==> src/rtl/rr_arbiter_4.sv <==
// rr_arbiter_4: four-requester round-robin arbiter with grant hold and a
// maximum-tenure timeout.
//
// A requester keeps the grant for as long as it holds its req bit, unless
// another requester is waiting and the owner has already used MAX_HOLD
// cycles. In that case the grant is forced over to the next waiter in
// rotation. All outputs are registered, so there is no combinational path
// from req to gnt.
//
// Ports:
//   clk       rising-edge clock
//   rst       asynchronous active-low reset
//   req[3:0]  request vector; bit i is held high while requester i needs the resource
//   gnt[3:0]  registered one-hot grant; all-zero when idle
//   gnt_id    index of the granted requester; 0 when idle
//   busy      high while any gnt bit is set
//   hold_cnt  cycles the current owner has held the grant (0 on the first grant cycle)
module rr_arbiter_4 #(
    parameter int MAX_HOLD = 8,
    parameter int HOLD_W   = 4
) (
    input  logic              clk,
    input  logic              rst,
    input  logic [3:0]        req,
    output logic [3:0]        gnt,
    output logic [1:0]        gnt_id,
    output logic              busy,
    output logic [HOLD_W-1:0] hold_cnt
);

    typedef enum logic {IDLE, OWNED} state_t;

    state_t     state;
    logic [1:0] ptr;

    // First set bit of v, searching p, p+1, ... modulo 4. The loop runs from
    // the farthest offset down so the nearest hit is the one that sticks.
    function automatic logic [1:0] sel(input logic [3:0] v, input logic [1:0] p);
        logic [1:0] idx;
        sel = p;
        for (int k = 3; k >= 0; k--) begin
            idx = p + 2'(k);
            if (v[idx]) sel = idx;
        end
    endfunction

    logic [1:0] nxt_ptr;     // pointer after the current owner releases or is preempted
    logic [3:0] others;      // requests from everyone except the current owner
    logic       at_max;
    logic [1:0] pick_idle;
    logic [1:0] pick_rel;
    logic [1:0] pick_to;

    assign nxt_ptr   = gnt_id + 2'd1;
    assign others    = req & ~gnt;
    assign at_max    = (hold_cnt == HOLD_W'(MAX_HOLD - 1));
    assign pick_idle = sel(req, ptr);
    assign pick_rel  = sel(req, nxt_ptr);
    // The owner is masked out here, so a preempted owner can only come back
    // after the others in rotation have had their turn.
    assign pick_to   = sel(others, nxt_ptr);

    always_ff @(posedge clk or negedge rst) begin
        if (!rst) begin
            state    <= IDLE;
            ptr      <= 2'd0;
            gnt      <= 4'b0000;
            gnt_id   <= 2'd0;
            busy     <= 1'b0;
            hold_cnt <= '0;
        end else begin
            case (state)
                IDLE: begin
                    if (|req) begin
                        state    <= OWNED;
                        gnt      <= 4'b0001 << pick_idle;
                        gnt_id   <= pick_idle;
                        busy     <= 1'b1;
                        hold_cnt <= '0;
                    end
                end
                OWNED: begin
                    if (!req[gnt_id]) begin
                        // Voluntary release: hand off directly if anyone is waiting.
                        ptr <= nxt_ptr;
                        if (|req) begin
                            gnt      <= 4'b0001 << pick_rel;
                            gnt_id   <= pick_rel;
                            hold_cnt <= '0;
                        end else begin
                            state    <= IDLE;
                            gnt      <= 4'b0000;
                            gnt_id   <= 2'd0;
                            busy     <= 1'b0;
                            hold_cnt <= '0;
                        end
                    end else if (at_max) begin
                        // Tenure exhausted: preempt only when someone else waits,
                        // otherwise keep the grant with hold_cnt saturated.
                        if (|others) begin
                            ptr      <= nxt_ptr;
                            gnt      <= 4'b0001 << pick_to;
                            gnt_id   <= pick_to;
                            hold_cnt <= '0;
                        end
                    end else begin
                        hold_cnt <= hold_cnt + 1'b1;
                    end
                end
                default: state <= IDLE;
            endcase
        end
    end

endmodule

==> config.mk <==
export PLATFORM = sky130hd
export DESIGN_NAME = rr_arbiter_4
export DESIGN_NICKNAME = d
export VERILOG_FILES = /design/src/rtl/rr_arbiter_4.sv
export SDC_FILE = /design/constraint.sdc
export NUM_CORES = 1
export LEC_CHECK = 0
export ABC_AREA = 1
export BUFFER_PORTS_ARGS = -buffer_cell sky130_fd_sc_hd__buf_2
export CAP_MARGIN = 10
export CORE_AREA = 4 4 56 58
export CTS_CLUSTER_SIZE = 25
export DETAILED_ROUTE_END_ITERATION = 12
export DIE_AREA = 0 0 60 62
export MAX_ROUTING_LAYER = met4
export PLACE_DENSITY = 0.73
export SYNTH_ARGS = -nofsm -noshare
export SYNTH_HDL_FRONTEND = slang
export SYNTH_SLANG_ARGS = --single-unit
export TNS_END_PERCENT = 1
==> constraint.sdc <==
create_clock -name clk -period 2.3 [get_ports clk]
set_clock_uncertainty 0.1 [all_clocks]
set_input_delay 0 -clock clk [delete_from_list [all_inputs] [get_ports clk]]
set_output_delay 0 -clock clk [all_outputs]
set_load 0.05 [all_outputs]
==> results of run 1 <==
==> per-layer routing <==
layer | up-vias | share of wire | track usage
met4 | 0 | 0.025 | 0.0886
met5 | - | 0 | -
met3 | 11 | 0.064 | 0.0434
met1 | 674 | 0.46 | 0.286
li1 | 800 | - | -
met2 | 56 | 0.45 | 0.332
==> area by class of cell <==
cell class	count	area (sq um)	area share
Clock buffer	4	36.3	0.0233
Tap cell	31	38.8	0.0249
Sequential cell	14	350	0.225
Inverter	33	128	0.0818
Multi-Input combinational cell	187	882	0.565
Timing Repair Buffer	21	125	0.0802
==> metrics by stage <==
step            util  hold slack, ns  instances
4_1_cts        0.586          0.0371        290
5_1_grt        0.586          0.0483        290
2_1_floorplan      -          -0.396        240
6_report       0.586          0.0258        290
3_5_place_dp   0.561          -0.184        283
3_3_place_gp   0.561          -0.190        283
==> what timing repair did <==
item                                    4_1_cts  5_1_grt
hold buffers                                  3        0
endpoints found under the setup margin        0        1
endpoints found under the hold margin        15        0
==> worst max-delay path, stage by stage (launching register included) <==
cell and delay (ns):
dfrtp_1 0.50, inv_2 0.20, nand2_1 0.11, nand3_2 0.08, nand2_2 0.11, nor2_4 0.15
nand2_2 0.08, o21ai_4 0.22, inv_2 0.08, nand2_4 0.12, inv_4 0.07, nand2_2 0.08
inv_2 0.04, nand3_1 0.07, nand2_1 0.05
==> path summary, 6_finish.rpt <==
kind	start	endpoint	slack, ns	cells past startpoint
max	gnt_id[0]$_DFFE_PN0P_	gnt[0]$_DFFE_PN0P_	0.16	14
min	rst	hold_cnt[1]$_DFFE_PN0P_	0.03	2
max reg2reg	gnt_id[0]$_DFFE_PN0P_	gnt[0]$_DFFE_PN0P_	0.16	14
min reg2reg	gnt[0]$_DFFE_PN0P_	gnt[0]$_DFFE_PN0P_	0.45	2
max in group asynchronous	rst	ptr[0]$_DFFE_PN0P_	1.83	2
min in group clk	req[2]	busy$_DFFE_PN0P_	0.09	3
==> flip-flops by register name, indices dropped and copies added (netlist names) <==
name and count:
busy 1, gnt_id 2, hold_cnt 4, ptr 2, state 1, gnt 4
==> synthesized netlist by cell type (all sizes together) (2+ instances only) <==
cell type / n / area (sq um)
a21boi: 2 / 15.0
buf: 5 / 33.8
o21ai: 22 / 121
nor2: 6 / 32.5
nand3: 27 / 145
dfrtp: 14 / 350
nand4: 3 / 18.8
inv: 32 / 123
nand2: 111 / 437
a21oi: 8 / 43.8
==> cells by family (layout without fill, tap and decap cells) <==
group	Yosys count	in the layout	share of synthesized area
and+or+nand+nor	150	150	0.471
DFF	14	14	0.251
adders and majority gates	1	1	0.00895
AOI/OAI and AO/OA	34	34	0.139
xor gates and xnor gates	2	2	0.0125
buffers and inverters	39	58	0.118
==> cell usage in the layout, fill, tap and decap left out <==
cell type	count
nand4_1	3
nand2_2	5
a31oi_1	1
a21boi_1	2
nand3_1	25
o21ai_1	4
nor3_1	1
nand2_1	105
nor2_4	1
clkbuf_4	3
buf_2	16
clkbuf_8	1
o21bai_1	1
nand3_2	2
dfrtp_1	14
ha_1	1
dlygate4sd3_1	3
o21ai_4	1
nor2_1	4
a21oi_1	7
buf_4	2
nand2_4	1
nor4_2	1
nor3b_1	1
nor2_2	1
inv_1	27
o21ai_0	17
a21oi_2	1
xnor2_1	1
inv_2	4
inv_4	1
xor2_1	1
clkinv_2	1
==> flow_summary.html, run 1 <==
<table>
<tr><th>Metric</th><th>Value</th></tr>
<tr><th colspan="2">Outcome</th></tr>
<tr><td>Status</td><td>complete, no violations</td></tr>
<tr><th colspan="2">Die</th></tr>
<tr><td>Overall die width</td><td>60 um</td></tr>
<tr><td>Top-Level Pins</td><td>17</td></tr>
<tr><td>Number of rows created at floorplan</td><td>19</td></tr>
<tr><td>Die Area</td><td>3720 sq um</td></tr>
<tr><td>Die H</td><td>62 um</td></tr>
<tr><td>Area of the core</td><td>2660 sq um</td></tr>
<tr><td>Initial core utilization</td><td>0.525</td></tr>
<tr><th colspan="2">Final layout</th></tr>
<tr><td>Fill cell instance count of the final layout</td><td>282</td></tr>
<tr><td>Total inserted antenna cells</td><td>0</td></tr>
<tr><td>Area of all placed cells without fillers</td><td>1560 sq um</td></tr>
<tr><td>Fraction of layout instances using a drive strength above 1</td><td>0.158</td></tr>
<tr><td>Layout-stage area growth over the synthesis result</td><td>11.6%</td></tr>
<tr><td>Layout net count</td><td>267</td></tr>
<tr><th colspan="2">Timing</th></tr>
<tr><td>Final hold violations</td><td>0</td></tr>
<tr><td>Headroom to the max-slew limit</td><td>0.667</td></tr>
<tr><td>Summed negative setup slack over all endpoints</td><td>0 ns</td></tr>
<tr><td>Maximum clock frequency</td><td>466 MHz</td></tr>
<tr><td>Setup Viol. Count Final</td><td>0</td></tr>
<tr><td>Final slew viol count</td><td>0</td></tr>
<tr><td>Unrepaired setup endpoints after global routing</td><td>yes</td></tr>
<tr><td>Fin worst setup slack</td><td>0.156 ns</td></tr>
<tr><td>Fin crit share</td><td>0.932</td></tr>
<tr><td>Slew @ Worst Pin</td><td>0.496 ns</td></tr>
<tr><td>Time the worst path needs with I/O delays and setup</td><td>2.14 ns</td></tr>
<tr><th colspan="2">Worst setup path</th></tr>
<tr><td>Crit path launch type</td><td>flip-flop</td></tr>
<tr><td>Data arrival time of the worst path</td><td>2.23 ns</td></tr>
<tr><td>Endpoint required time on the critical path</td><td>2.39 ns</td></tr>
<tr><td>Largest fanout on the critical path</td><td>11</td></tr>
<tr><td>Classification of the worst setup path</td><td>flip-flop to flip-flop</td></tr>
<tr><td>Type of destination of the critical path</td><td>flip-flop</td></tr>
<tr><th colspan="2">Clocking</th></tr>
<tr><td>CTS tree</td><td>yes</td></tr>
<tr><td>Sink Count</td><td>14</td></tr>
<tr><td>Number of resized instances in the post-cts repair step</td><td>0</td></tr>
<tr><td>Number of H-tree levels</td><td>1</td></tr>
<tr><td>Post-CTS Setup Bufs</td><td>0</td></tr>
<tr><td>Maximum number of buffers from clock root to sink</td><td>2</td></tr>
<tr><td>Clock transition at the registers of the reported paths</td><td>0.09 ns</td></tr>
<tr><td>CTS buffer count</td><td>3</td></tr>
<tr><td>Clock tree root buffer cell</td><td>clkbuf_4</td></tr>
<tr><td>Clock latency on the worst-skew pair</td><td>0.29 ns</td></tr>
<tr><th colspan="2">Placed design</th></tr>
<tr><td>PortBufs</td><td>16</td></tr>
<tr><td>Worst setup slack after placement</td><td>0.210 ns</td></tr>
<tr><td>Area of placed instances</td><td>1490 sq um</td></tr>
<tr><td>Final weighted congestion of routability-driven global placement</td><td>0.988</td></tr>
<tr><td>HPWL after detailed placement</td><td>2.79 mm</td></tr>
<tr><th colspan="2">Route</th></tr>
<tr><td>Number of vias after detailed routing</td><td>1541</td></tr>
<tr><td>Routed via count divided by cell count</td><td>5.31</td></tr>
<tr><td>Average wire per cell in the routed design</td><td>12.6 um</td></tr>
<tr><td>Drt initial violations</td><td>67</td></tr>
<tr><td>Total Routed Length</td><td>3.64 mm</td></tr>
<tr><td>Router iterations before antenna repair</td><td>4</td></tr>
<tr><td>Number of remaining DRC errors</td><td>0</td></tr>
<tr><td>ANT nets after route</td><td>0</td></tr>
<tr><th colspan="2">Global route</th></tr>
<tr><td>First-pass GRT wire length</td><td>5.91 mm</td></tr>
<tr><td>Global-route usage over all layers</td><td>0.219</td></tr>
<tr><td>Antenna violations before repair</td><td>0</td></tr>
<tr><td>Pin count of the biggest net entering global routing</td><td>15</td></tr>
<tr><td>Total gr overflow</td><td>0</td></tr>
<tr><td>Number of global-route vias before repair</td><td>1291</td></tr>
<tr><th colspan="2">Min path</th></tr>
<tr><td>Min-delay worst type</td><td>input port to asynchronous set/reset pin</td></tr>
<tr><th colspan="2">Synth</th></tr>
<tr><td>Sequential area share after synthesis</td><td>0.251</td></tr>
<tr><td>Mapped Area</td><td>1400 sq um</td></tr>
<tr><td>Number of storage elements in the synthesis netlist</td><td>14</td></tr>
<tr><td>Synth async-reset ratio</td><td>1.00</td></tr>
<tr><td>Yosys warns</td><td>0</td></tr>
<tr><td>Syn nets</td><td>247</td></tr>
<tr><td>Netlist cell types</td><td>32</td></tr>
<tr><td>Primary flip-flop cell chosen by synthesis mapping</td><td>dfrtp_1</td></tr>
<tr><td>Cells after synthesis</td><td>240</td></tr>
<tr><td>Average size of a mapped cell</td><td>5.82 sq um</td></tr>
<tr><td>Number of flops mapped to enable cells by yosys</td><td>0</td></tr>
<tr><th colspan="2">Flow run</th></tr>
<tr><td>Max-capacitance violation count</td><td>0</td></tr>
</table>
Power of run 1 is not shown: default switching activity piles up to over one toggle a cycle in this logic, so the estimate is an artifact.
==> run 2: changes to the inputs <==
==> config.mk (replaced) <==
export PLATFORM = sky130hd
export DESIGN_NAME = rr_arbiter_4
export DESIGN_NICKNAME = d
export VERILOG_FILES = /design/src/rtl/rr_arbiter_4.sv
export SDC_FILE = /design/constraint.sdc
export NUM_CORES = 1
export LEC_CHECK = 0
export ABC_AREA = 0
export BUFFER_PORTS_ARGS = -buffer_cell sky130_fd_sc_hd__buf_2
export CAP_MARGIN = 10
export CORE_AREA = 4 4 53 55
export CTS_CLUSTER_SIZE = 25
export DETAILED_ROUTE_END_ITERATION = 12
export DIE_AREA = 0 0 57 59
export MAX_ROUTING_LAYER = met4
export PLACE_DENSITY = 0.75
export SYNTH_ARGS = -nofsm -noshare
export SYNTH_HDL_FRONTEND = slang
export SYNTH_SLANG_ARGS = --single-unit
export TNS_END_PERCENT = 1
==> flow_summary.html, run 2 <==
<table>
<tr><th>Metric</th><th>Value</th></tr>
<tr><th colspan="2">Worst setup path</th></tr>
<tr><td>Reg-to-Reg Start</td><td>gnt_id[1]$_DFFE_PN0P_</td></tr>
<tr><td>Critical Path Max Stage Delay</td><td>0.56 ns (+0.06 ns)</td></tr>
<tr><td>Classification of the worst setup path</td><td>flip-flop to flip-flop</td></tr>
<tr><td>Type of destination of the critical path</td><td>flip-flop</td></tr>
<tr><td>Endpoint required time on the critical path</td><td>2.38 ns (about the same)</td></tr>
<tr><td>Largest fanout on the critical path</td><td>19 (+8)</td></tr>
<tr><td>Data arrival time of the worst path</td><td>2.17 ns (-0.06 ns)</td></tr>
<tr><td>Cell Chain, Critical Path</td><td>inv_1 -&gt; a22o_1 -&gt; a222oi_1 -&gt; buf_4 -&gt; a2111oi_1 -&gt; o32a_1</td></tr>
<tr><td>Crit path max-delay cell type</td><td>dfrtp_2</td></tr>
<tr><td>Crit path launch type</td><td>flip-flop</td></tr>
<tr><td>Count of buffering cells on the critical path with inverters included</td><td>2 (-2)</td></tr>
<tr><td>Gate family responsible for the most delay along the worst path</td><td>compound AO/OA/AOI/OAI gates</td></tr>
<tr><td>Start point of the critical path</td><td>gnt_id[1]$_DFFE_PN0P_</td></tr>
<tr><th colspan="2">Global route</th></tr>
<tr><td>Global-route usage over all layers</td><td>0.239 (+0.0201)</td></tr>
<tr><td>Antenna violations before repair</td><td>0 (unchanged)</td></tr>
<tr><td>Pin count of the biggest net entering global routing</td><td>20 (+5)</td></tr>
<tr><td>First-pass GRT wire length</td><td>6.24 mm (+5.7%)</td></tr>
<tr><td>Total gr overflow</td><td>0 (unchanged)</td></tr>
<tr><td>Number of global-route vias before repair</td><td>1268 (-1.8%)</td></tr>
<tr><th colspan="2">Clocking</th></tr>
<tr><td>CTS tree</td><td>yes</td></tr>
<tr><td>Clock transition at the registers of the reported paths</td><td>0.09 ns (about the same)</td></tr>
<tr><td>CTS buffer count</td><td>3 (unchanged)</td></tr>
<tr><td>Sink Count</td><td>14 (unchanged)</td></tr>
<tr><td>Number of H-tree levels</td><td>1 (unchanged)</td></tr>
<tr><td>Maximum number of buffers from clock root to sink</td><td>2 (unchanged)</td></tr>
<tr><td>Clock tree root buffer cell</td><td>clkbuf_4</td></tr>
<tr><td>Post-CTS Setup Bufs</td><td>0 (unchanged)</td></tr>
<tr><td>Clock latency on the worst-skew pair</td><td>0.28 ns (about the same)</td></tr>
<tr><th colspan="2">Synth</th></tr>
<tr><td>Leading cell types by total area after synthesis</td><td>dfrtp_1 (28%), o21ai_0 (5.6%), nand2b_1 (4.5%)</td></tr>
<tr><td>Netlist cell types</td><td>52 (+63%)</td></tr>
<tr><td>Sequential area share after synthesis</td><td>0.278 (+0.0274)</td></tr>
<tr><td>Yosys warns</td><td>0 (unchanged)</td></tr>
<tr><td>Mapped Area</td><td>1260 sq um (-9.8%)</td></tr>
<tr><td>Cells after synthesis</td><td>158 (-34%)</td></tr>
<tr><td>Cell type contributing the most total cell area after synthesis</td><td>dfrtp_1</td></tr>
<tr><td>Top cells by instance count after synthesis</td><td>dfrtp_1 (14), nand2_1 (14), o21ai_0 (14)</td></tr>
<tr><td>Synth async-reset ratio</td><td>1.00 (unchanged)</td></tr>
<tr><td>Number of storage elements in the synthesis netlist</td><td>14 (unchanged)</td></tr>
<tr><td>Syn nets</td><td>165 (-33%)</td></tr>
<tr><td>Average size of a mapped cell</td><td>7.97 sq um (+37%)</td></tr>
<tr><td>Proportion of netlist area held by the largest area contributor</td><td>0.278 (-0.00395)</td></tr>
<tr><td>Primary flip-flop cell chosen by synthesis mapping</td><td>dfrtp_1</td></tr>
<tr><td>Number of flops mapped to enable cells by yosys</td><td>0 (unchanged)</td></tr>
<tr><th colspan="2">Final layout</th></tr>
<tr><td>Fraction of layout instances using a drive strength above 1</td><td>0.206 (+0.0474)</td></tr>
<tr><td>Layout net count</td><td>183 (-31%)</td></tr>
<tr><td>Total inserted antenna cells</td><td>0 (unchanged)</td></tr>
<tr><td>FF+latch area</td><td>353 sq um (+0.71%)</td></tr>
<tr><td>Area taken by multi-input logic gates</td><td>841 sq um (-4.7%)</td></tr>
<tr><td>Fill cell instance count of the final layout</td><td>229 (-19%)</td></tr>
<tr><td>Layout-stage area growth over the synthesis result</td><td>13.1%</td></tr>
<tr><td>Leading registers by flop count</td><td>gnt (4), hold_cnt (4)</td></tr>
<tr><td>Top library cells by usage in the layout, fill and taps aside</td><td>buf_2 (16), nand2_1 (14), o21ai_0 (14), dfrtp_1 (12), a21oi_1 (10)</td></tr>
<tr><td>Most common library cell in the layout ignoring fill and taps</td><td>buf_2</td></tr>
<tr><th colspan="2">Die</th></tr>
<tr><td>Die Area</td><td>3360 sq um (-9.6%)</td></tr>
<tr><td>Overall die width</td><td>57 um (-5.0%)</td></tr>
<tr><td>Area of the core</td><td>2390 sq um (-10%)</td></tr>
<tr><td>Number of rows created at floorplan</td><td>18 (-1)</td></tr>
<tr><td>Initial core utilization</td><td>0.528 (+0.00287)</td></tr>
<tr><td>Die H</td><td>59 um (-4.8%)</td></tr>
<tr><td>Top-Level Pins</td><td>17 (unchanged)</td></tr>
<tr><th colspan="2">Timing</th></tr>
<tr><td>Final slew viol count</td><td>0 (unchanged)</td></tr>
<tr><td>Time the worst path needs with I/O delays and setup</td><td>2.09 ns (-0.0528 ns)</td></tr>
<tr><td>Summed negative setup slack over all endpoints</td><td>0 ns (unchanged)</td></tr>
<tr><td>Slew @ Worst Pin</td><td>0.488 ns (-0.00767 ns)</td></tr>
<tr><td>Fin crit share</td><td>0.909 (-0.0230)</td></tr>
<tr><td>Fin worst setup slack</td><td>0.209 ns (+0.0528 ns)</td></tr>
<tr><td>Maximum clock frequency</td><td>478 MHz (+2.5%)</td></tr>
<tr><td>Setup Viol. Count Final</td><td>0 (unchanged)</td></tr>
<tr><td>Headroom to the max-slew limit</td><td>0.671 (+0.00486)</td></tr>
<tr><td>Final hold violations</td><td>0 (unchanged)</td></tr>
<tr><td>Unrepaired setup endpoints after global routing</td><td>no</td></tr>
<tr><th colspan="2">Placed design</th></tr>
<tr><td>HPWL after detailed placement</td><td>2.66 mm (-4.7%)</td></tr>
<tr><td>Final weighted congestion of routability-driven global placement</td><td>0.988 (about the same)</td></tr>
<tr><td>PortBufs</td><td>16 (unchanged)</td></tr>
<tr><td>Worst setup slack after placement</td><td>0.246 ns (+0.0358 ns)</td></tr>
<tr><th colspan="2">Power and ir drop</th></tr>
<tr><td>Total power per unit cell area</td><td>1420 nW/um^2</td></tr>
<tr><td>Reported leakage power</td><td>0.000591 uW</td></tr>
<tr><td>Sequential cell fraction of total power</td><td>0.242</td></tr>
<tr><td>Switching pwr</td><td>1090 uW</td></tr>
<tr><td>Net Sw Frac</td><td>0.537</td></tr>
<tr><td>Maximum vdd ir drop</td><td>0.778 mV</td></tr>
<tr><td>Gate power share</td><td>0.667</td></tr>
<tr><td>Internal</td><td>936 uW</td></tr>
<tr><td>Proportion of power drawn by the clock network</td><td>0.091</td></tr>
<tr><td>Post-layout power</td><td>2020 uW</td></tr>
<tr><th colspan="2">Outcome</th></tr>
<tr><td>Status</td><td>complete, no violations</td></tr>
<tr><th colspan="2">Route</th></tr>
<tr><td>Average wire per cell in the routed design</td><td>17.4 um (+38%)</td></tr>
<tr><td>ANT nets after route</td><td>0 (unchanged)</td></tr>
<tr><td>Number of remaining DRC errors</td><td>0 (unchanged)</td></tr>
<tr><td>Total Routed Length</td><td>3.56 mm (-2.3%)</td></tr>
<tr><td>Routed via count divided by cell count</td><td>6.78 (+28%)</td></tr>
<tr><td>Number of vias after detailed routing</td><td>1390 (-9.8%)</td></tr>
<tr><td>Router iterations before antenna repair</td><td>4 (unchanged)</td></tr>
<tr><td>Drt initial violations</td><td>90 (+34%)</td></tr>
<tr><th colspan="2">Flow run</th></tr>
<tr><td>Max-capacitance violation count</td><td>0 (unchanged)</td></tr>
<tr><th colspan="2">Min path</th></tr>
<tr><td>Min-delay worst type</td><td>input port to asynchronous set/reset pin</td></tr>
</table>
## run 2: power groups by stage
stage                     logic, uW  registers (uW)  clock network, uW
after floorplan                 785             689                  0
after global placement         1290             480                  0
after detailed placement       1320             493                  0
after CTS                      1330             486                188
after global routing           1450             509                195
final                          1350             489                185
## run 2: cell type report
class                   count  area share
multi-input cells         129       0.590
flip-flops and latches     14       0.248
repair buffers             24       0.100
well taps                  30      0.0263
clock buffers               4      0.0255
inverters                   4      0.0105
## run 2: logic make-up (layout without fill, tap and decap cells)
group,after synthesis,count (layout),synth area share
AO/OA/AOI/OAI,60,60,0.327
AND/OR/NAND/NOR,60,60,0.257
buffers and inverters,15,32,0.0546
flip-flops,14,14,0.278
multiplexers,5,5,0.0516
adder cells (fa/ha/maj),2,2,0.0179
XOR/XNOR,2,2,0.0139
## run 2: what timing repair did
item	in CTS	in global routing
hold endpoints to repair	14	0
gates resized for setup	0	0
hold buffers	1	0
## run 2: metrics by stage
| stage | util | area (sq um) | hold WS, ns | std cells |
|---|---|---|---|---|
| floorplan | - | 1260 | -0.396 | 158 |
| global route | 0.597 | 1430 | 0.0863 | 205 |
| finish | 0.597 | 1430 | 0.0474 | 205 |
| global placement | 0.578 | 1380 | -0.179 | 200 |
| detailed placement | 0.578 | 1380 | -0.174 | 200 |
| CTS | 0.597 | 1430 | 0.0490 | 205 |
## run 2: final timing paths
kind,slack (ns),cells past startpoint,to
setup / recovery,0.21,6,gnt[3]$_DFFE_PN0P_
hold / removal,0.05,2,gnt[1]$_DFFE_PN0P_
setup reg to reg,0.21,6,gnt[3]$_DFFE_PN0P_
hold reg to reg,0.44,1,busy$_DFFE_PN0P_
max in group asynchronous,1.78,2,gnt_id[0]$_DFFE_PN0P_
min in group clk,0.14,3,state$_DFF_PN0_
## run 2: worst register-to-register path: stages, from the launching register on
cell	delay, ns
dfrtp_2	0.56
inv_1	0.17
a22o_1	0.22
a222oi_1	0.32
buf_4	0.20
a2111oi_1	0.05
o32a_1	0.35
## run 2: per-layer routing
layer	routed length [um]	GRT usage	share of wire
met5	0	-	0
met4	95	0.0795	0.027
met3	255	0.0305	0.072
met2	1650	0.364	0.46
met1	1560	0.330	0.44
Note: power is estimated with default switching activity, not from simulation.
==> run 3: changes to the inputs <==
--- a/config.mk
+++ b/config.mk
@@ -8,12 +8,12 @@
 export ABC_AREA = 0
 export BUFFER_PORTS_ARGS = -buffer_cell sky130_fd_sc_hd__buf_2
 export CAP_MARGIN = 10
-export CORE_AREA = 4 4 53 55
+export CORE_AREA = 4 4 85 47
 export CTS_CLUSTER_SIZE = 25
 export DETAILED_ROUTE_END_ITERATION = 12
-export DIE_AREA = 0 0 57 59
+export DIE_AREA = 0 0 89 51
 export MAX_ROUTING_LAYER = met4
-export PLACE_DENSITY = 0.75
+export REMOVE_ABC_BUFFERS = 1
 export SYNTH_ARGS = -nofsm -noshare
 export SYNTH_HDL_FRONTEND = slang
 export SYNTH_SLANG_ARGS = --single-unit
==> flow_summary.html, run 3 (synthesis results as in run 2) <==
<table>
<tr><th>Metric</th><th>Value</th></tr>
<tr><th colspan="2">Clocking</th></tr>
<tr><td>Sink Count</td><td>14 (unchanged)</td></tr>
<tr><td>Maximum number of buffers from clock root to sink</td><td>2 (unchanged)</td></tr>
<tr><td>Clock tree root buffer cell</td><td>clkbuf_8</td></tr>
<tr><td>Clock transition at the registers of the reported paths</td><td>0.06 ns (-0.03 ns)</td></tr>
<tr><td>Clock latency on the worst-skew pair</td><td>0.25 ns (-0.03 ns)</td></tr>
<tr><td>Number of H-tree levels</td><td>1 (unchanged)</td></tr>
<tr><td>CTS tree</td><td>yes</td></tr>
<tr><td>Post-CTS Setup Bufs</td><td>0 (unchanged)</td></tr>
<tr><td>CTS buffer count</td><td>3 (unchanged)</td></tr>
<tr><th colspan="2">Placed design</th></tr>
<tr><td>PortBufs</td><td>16 (unchanged)</td></tr>
<tr><td>Final weighted congestion of routability-driven global placement</td><td>0.947 (-4.1%)</td></tr>
<tr><td>HPWL after detailed placement</td><td>3.03 mm (+14%)</td></tr>
<tr><th colspan="2">Timing</th></tr>
<tr><td>Final slew viol count</td><td>0 (unchanged)</td></tr>
<tr><td>Worst hold slack after final layout</td><td>0.0920 ns (+0.0446 ns)</td></tr>
<tr><td>Headroom to the max-slew limit</td><td>0.713 (+0.0417)</td></tr>
<tr><td>Maximum clock frequency</td><td>473 MHz (-1.1%)</td></tr>
<tr><td>Final hold violations</td><td>0 (unchanged)</td></tr>
<tr><td>Time the worst path needs with I/O delays and setup</td><td>2.11 ns (+0.0235 ns)</td></tr>
<tr><td>Fin crit share</td><td>0.920 (+0.0102)</td></tr>
<tr><td>Slew @ Worst Pin</td><td>0.426 ns (-0.0619 ns)</td></tr>
<tr><td>Setup Viol. Count Final</td><td>0 (unchanged)</td></tr>
<tr><td>Unrepaired setup endpoints after global routing</td><td>no</td></tr>
<tr><th colspan="2">Worst setup path</th></tr>
<tr><td>Reg-to-Reg Start</td><td>gnt_id[1]$_DFFE_PN0P_</td></tr>
<tr><td>Data arrival time of the worst path</td><td>2.15 ns (-0.02 ns)</td></tr>
<tr><td>Crit path launch type</td><td>flip-flop</td></tr>
<tr><td>Largest fanout on the critical path</td><td>9 (-10)</td></tr>
<tr><td>Start point of the critical path</td><td>gnt_id[1]$_DFFE_PN0P_</td></tr>
<tr><td>Endpoint required time on the critical path</td><td>2.33 ns (-0.05 ns)</td></tr>
<tr><td>Worst reg2reg endpoint</td><td>gnt[3]$_DFFE_PN0P_</td></tr>
<tr><td>Classification of the worst setup path</td><td>flip-flop to flip-flop</td></tr>
<tr><td>Type of destination of the critical path</td><td>flip-flop</td></tr>
<tr><td>R2r worst-path depth</td><td>6 (unchanged)</td></tr>
<tr><td>Worst setup slack for register-to-register paths</td><td>0.19 ns (-0.02 ns)</td></tr>
<tr><th colspan="2">Route</th></tr>
<tr><td>Routed via count divided by cell count</td><td>6.17 (-9.0%)</td></tr>
<tr><td>ANT nets after route</td><td>0 (unchanged)</td></tr>
<tr><td>Total Routed Length</td><td>3.96 mm (+11%)</td></tr>
<tr><td>Drt initial violations</td><td>227 (+150%)</td></tr>
<tr><td>Number of remaining DRC errors</td><td>0 (unchanged)</td></tr>
<tr><td>Number of vias after detailed routing</td><td>1351 (-2.8%)</td></tr>
<tr><td>Router iterations before antenna repair</td><td>4 (unchanged)</td></tr>
<tr><td>Average wire per cell in the routed design</td><td>18.1 um (+4.1%)</td></tr>
<tr><th colspan="2">Global route</th></tr>
<tr><td>Antenna violations before repair</td><td>0 (unchanged)</td></tr>
<tr><td>Global-route usage over all layers</td><td>0.191 (-0.0479)</td></tr>
<tr><td>Pin count of the biggest net entering global routing</td><td>17 (-15%)</td></tr>
<tr><td>First-pass GRT wire length</td><td>6.51 mm (+4.2%)</td></tr>
<tr><td>Number of global-route vias before repair</td><td>1243 (-2.0%)</td></tr>
<tr><td>Total gr overflow</td><td>0 (unchanged)</td></tr>
<tr><th colspan="2">Final layout</th></tr>
<tr><td>Layout-stage area growth over the synthesis result</td><td>17.4%</td></tr>
<tr><td>Total inserted antenna cells</td><td>0 (unchanged)</td></tr>
<tr><td>Fraction of layout instances using a drive strength above 1</td><td>0.209 (+0.00333)</td></tr>
<tr><td>Leading registers by flop count</td><td>gnt (4), hold_cnt (4)</td></tr>
<tr><td>Layout net count</td><td>185 (+1.1%)</td></tr>
<tr><td>Top library cells by usage in the layout, fill and taps aside</td><td>buf_2 (16), nand2_1 (14), o21ai_0 (14), dfrtp_1 (14), a21oi_1 (10)</td></tr>
<tr><td>Most common library cell in the layout ignoring fill and taps</td><td>buf_2</td></tr>
<tr><th colspan="2">Power and ir drop</th></tr>
<tr><td>Maximum vdd ir drop</td><td>0.597 mV (-23%)</td></tr>
<tr><td>Post-layout power</td><td>2160 uW (+6.7%)</td></tr>
<tr><td>Reported leakage power</td><td>0.000611 uW (+3.5%)</td></tr>
<tr><td>Total power per unit cell area</td><td>1460 nW/um^2 (+2.8%)</td></tr>
<tr><th colspan="2">Die</th></tr>
<tr><td>Number of rows created at floorplan</td><td>15 (-3)</td></tr>
<tr><td>Initial core utilization</td><td>0.384 (-0.144)</td></tr>
<tr><td>Top-Level Pins</td><td>17 (unchanged)</td></tr>
<tr><td>Area of the core</td><td>3280 sq um (+38%)</td></tr>
<tr><td>Die H</td><td>51 um (-14%)</td></tr>
<tr><td>Overall die width</td><td>89 um (+56%)</td></tr>
<tr><td>Die Area</td><td>4540 sq um (+35%)</td></tr>
<tr><th colspan="2">Min path</th></tr>
<tr><td>Min-delay worst type</td><td>input port to asynchronous set/reset pin</td></tr>
<tr><th colspan="2">Flow run</th></tr>
<tr><td>Max-capacitance violation count</td><td>0 (unchanged)</td></tr>
<tr><th colspan="2">Outcome</th></tr>
<tr><td>Status</td><td>complete, no violations</td></tr>
</table>
[run 3: worst max-delay path, cell delays in order, from the launching register on]
cell and delay, ns:
dfrtp_1 0.53, inv_1 0.20, a22o_1 0.24, a222oi_1 0.34, buf_4 0.20, a2111oi_1 0.05, o32a_1 0.35
[run 3: worst max-delay path by stage]
| stage | cells after the start | end |
|---|---|---|
| 6_report | 6 | gnt[3]$_DFFE_PN0P_ |
| 5_1_grt | 6 | gnt[3]$_DFFE_PN0P_ |
| 4_1_cts | 5 | hold_cnt[1]$_DFFE_PN0P_ |
| 3_5_place_dp | 5 | hold_cnt[1]$_DFFE_PN0P_ |
| 3_3_place_gp | 6 | gnt[0]$_DFFE_PN0P_ |
| 2_1_floorplan | 5 | gnt[3]$_DFFE_PN0P_ |
[run 3: repair_timing]
item | CTS | global route
hold endpoints to repair | 14 | 0
resized for setup | 0 | 1
hold buffers | 1 | 0
setup endpoints to repair | 0 | 3
[run 3: layout make-up]
type                       count  area [sq um]
multi-input combinational    129           848
sequential                    14           350
inverter                       4          15.0
clock buffer                   4          55.1
tap                           42          52.6
timing repair buffer          26           158
fill                         316          1810
[run 3: routing by layer]
layer,share of wire,global-route usage
met1,0.50,0.293
met2,0.40,0.256
met3,0.097,0.0483
met4,0.0045,0.0198
met5,0,-
[run 3: metrics by stage]
stage	worst slack, ns	cell area [sq um]	std cells	util	TNS (ns)
after global routing	0.0962	1480	219	0.450	0
after CTS	0.177	1470	219	0.448	0
final	0.185	1480	219	0.450	0
after detailed placement	0.197	1410	214	0.428	0
after floorplan	-0.210	1210	147	-	-0.607
after global placement	0.217	1410	214	0.428	0
[run 3: power by group]
group,leakage [uW],internal (uW),switching [uW]
Combinational,0.000412,523,916
Sequential,0.000170,346,125
Clock,0.0000288,152,98.2
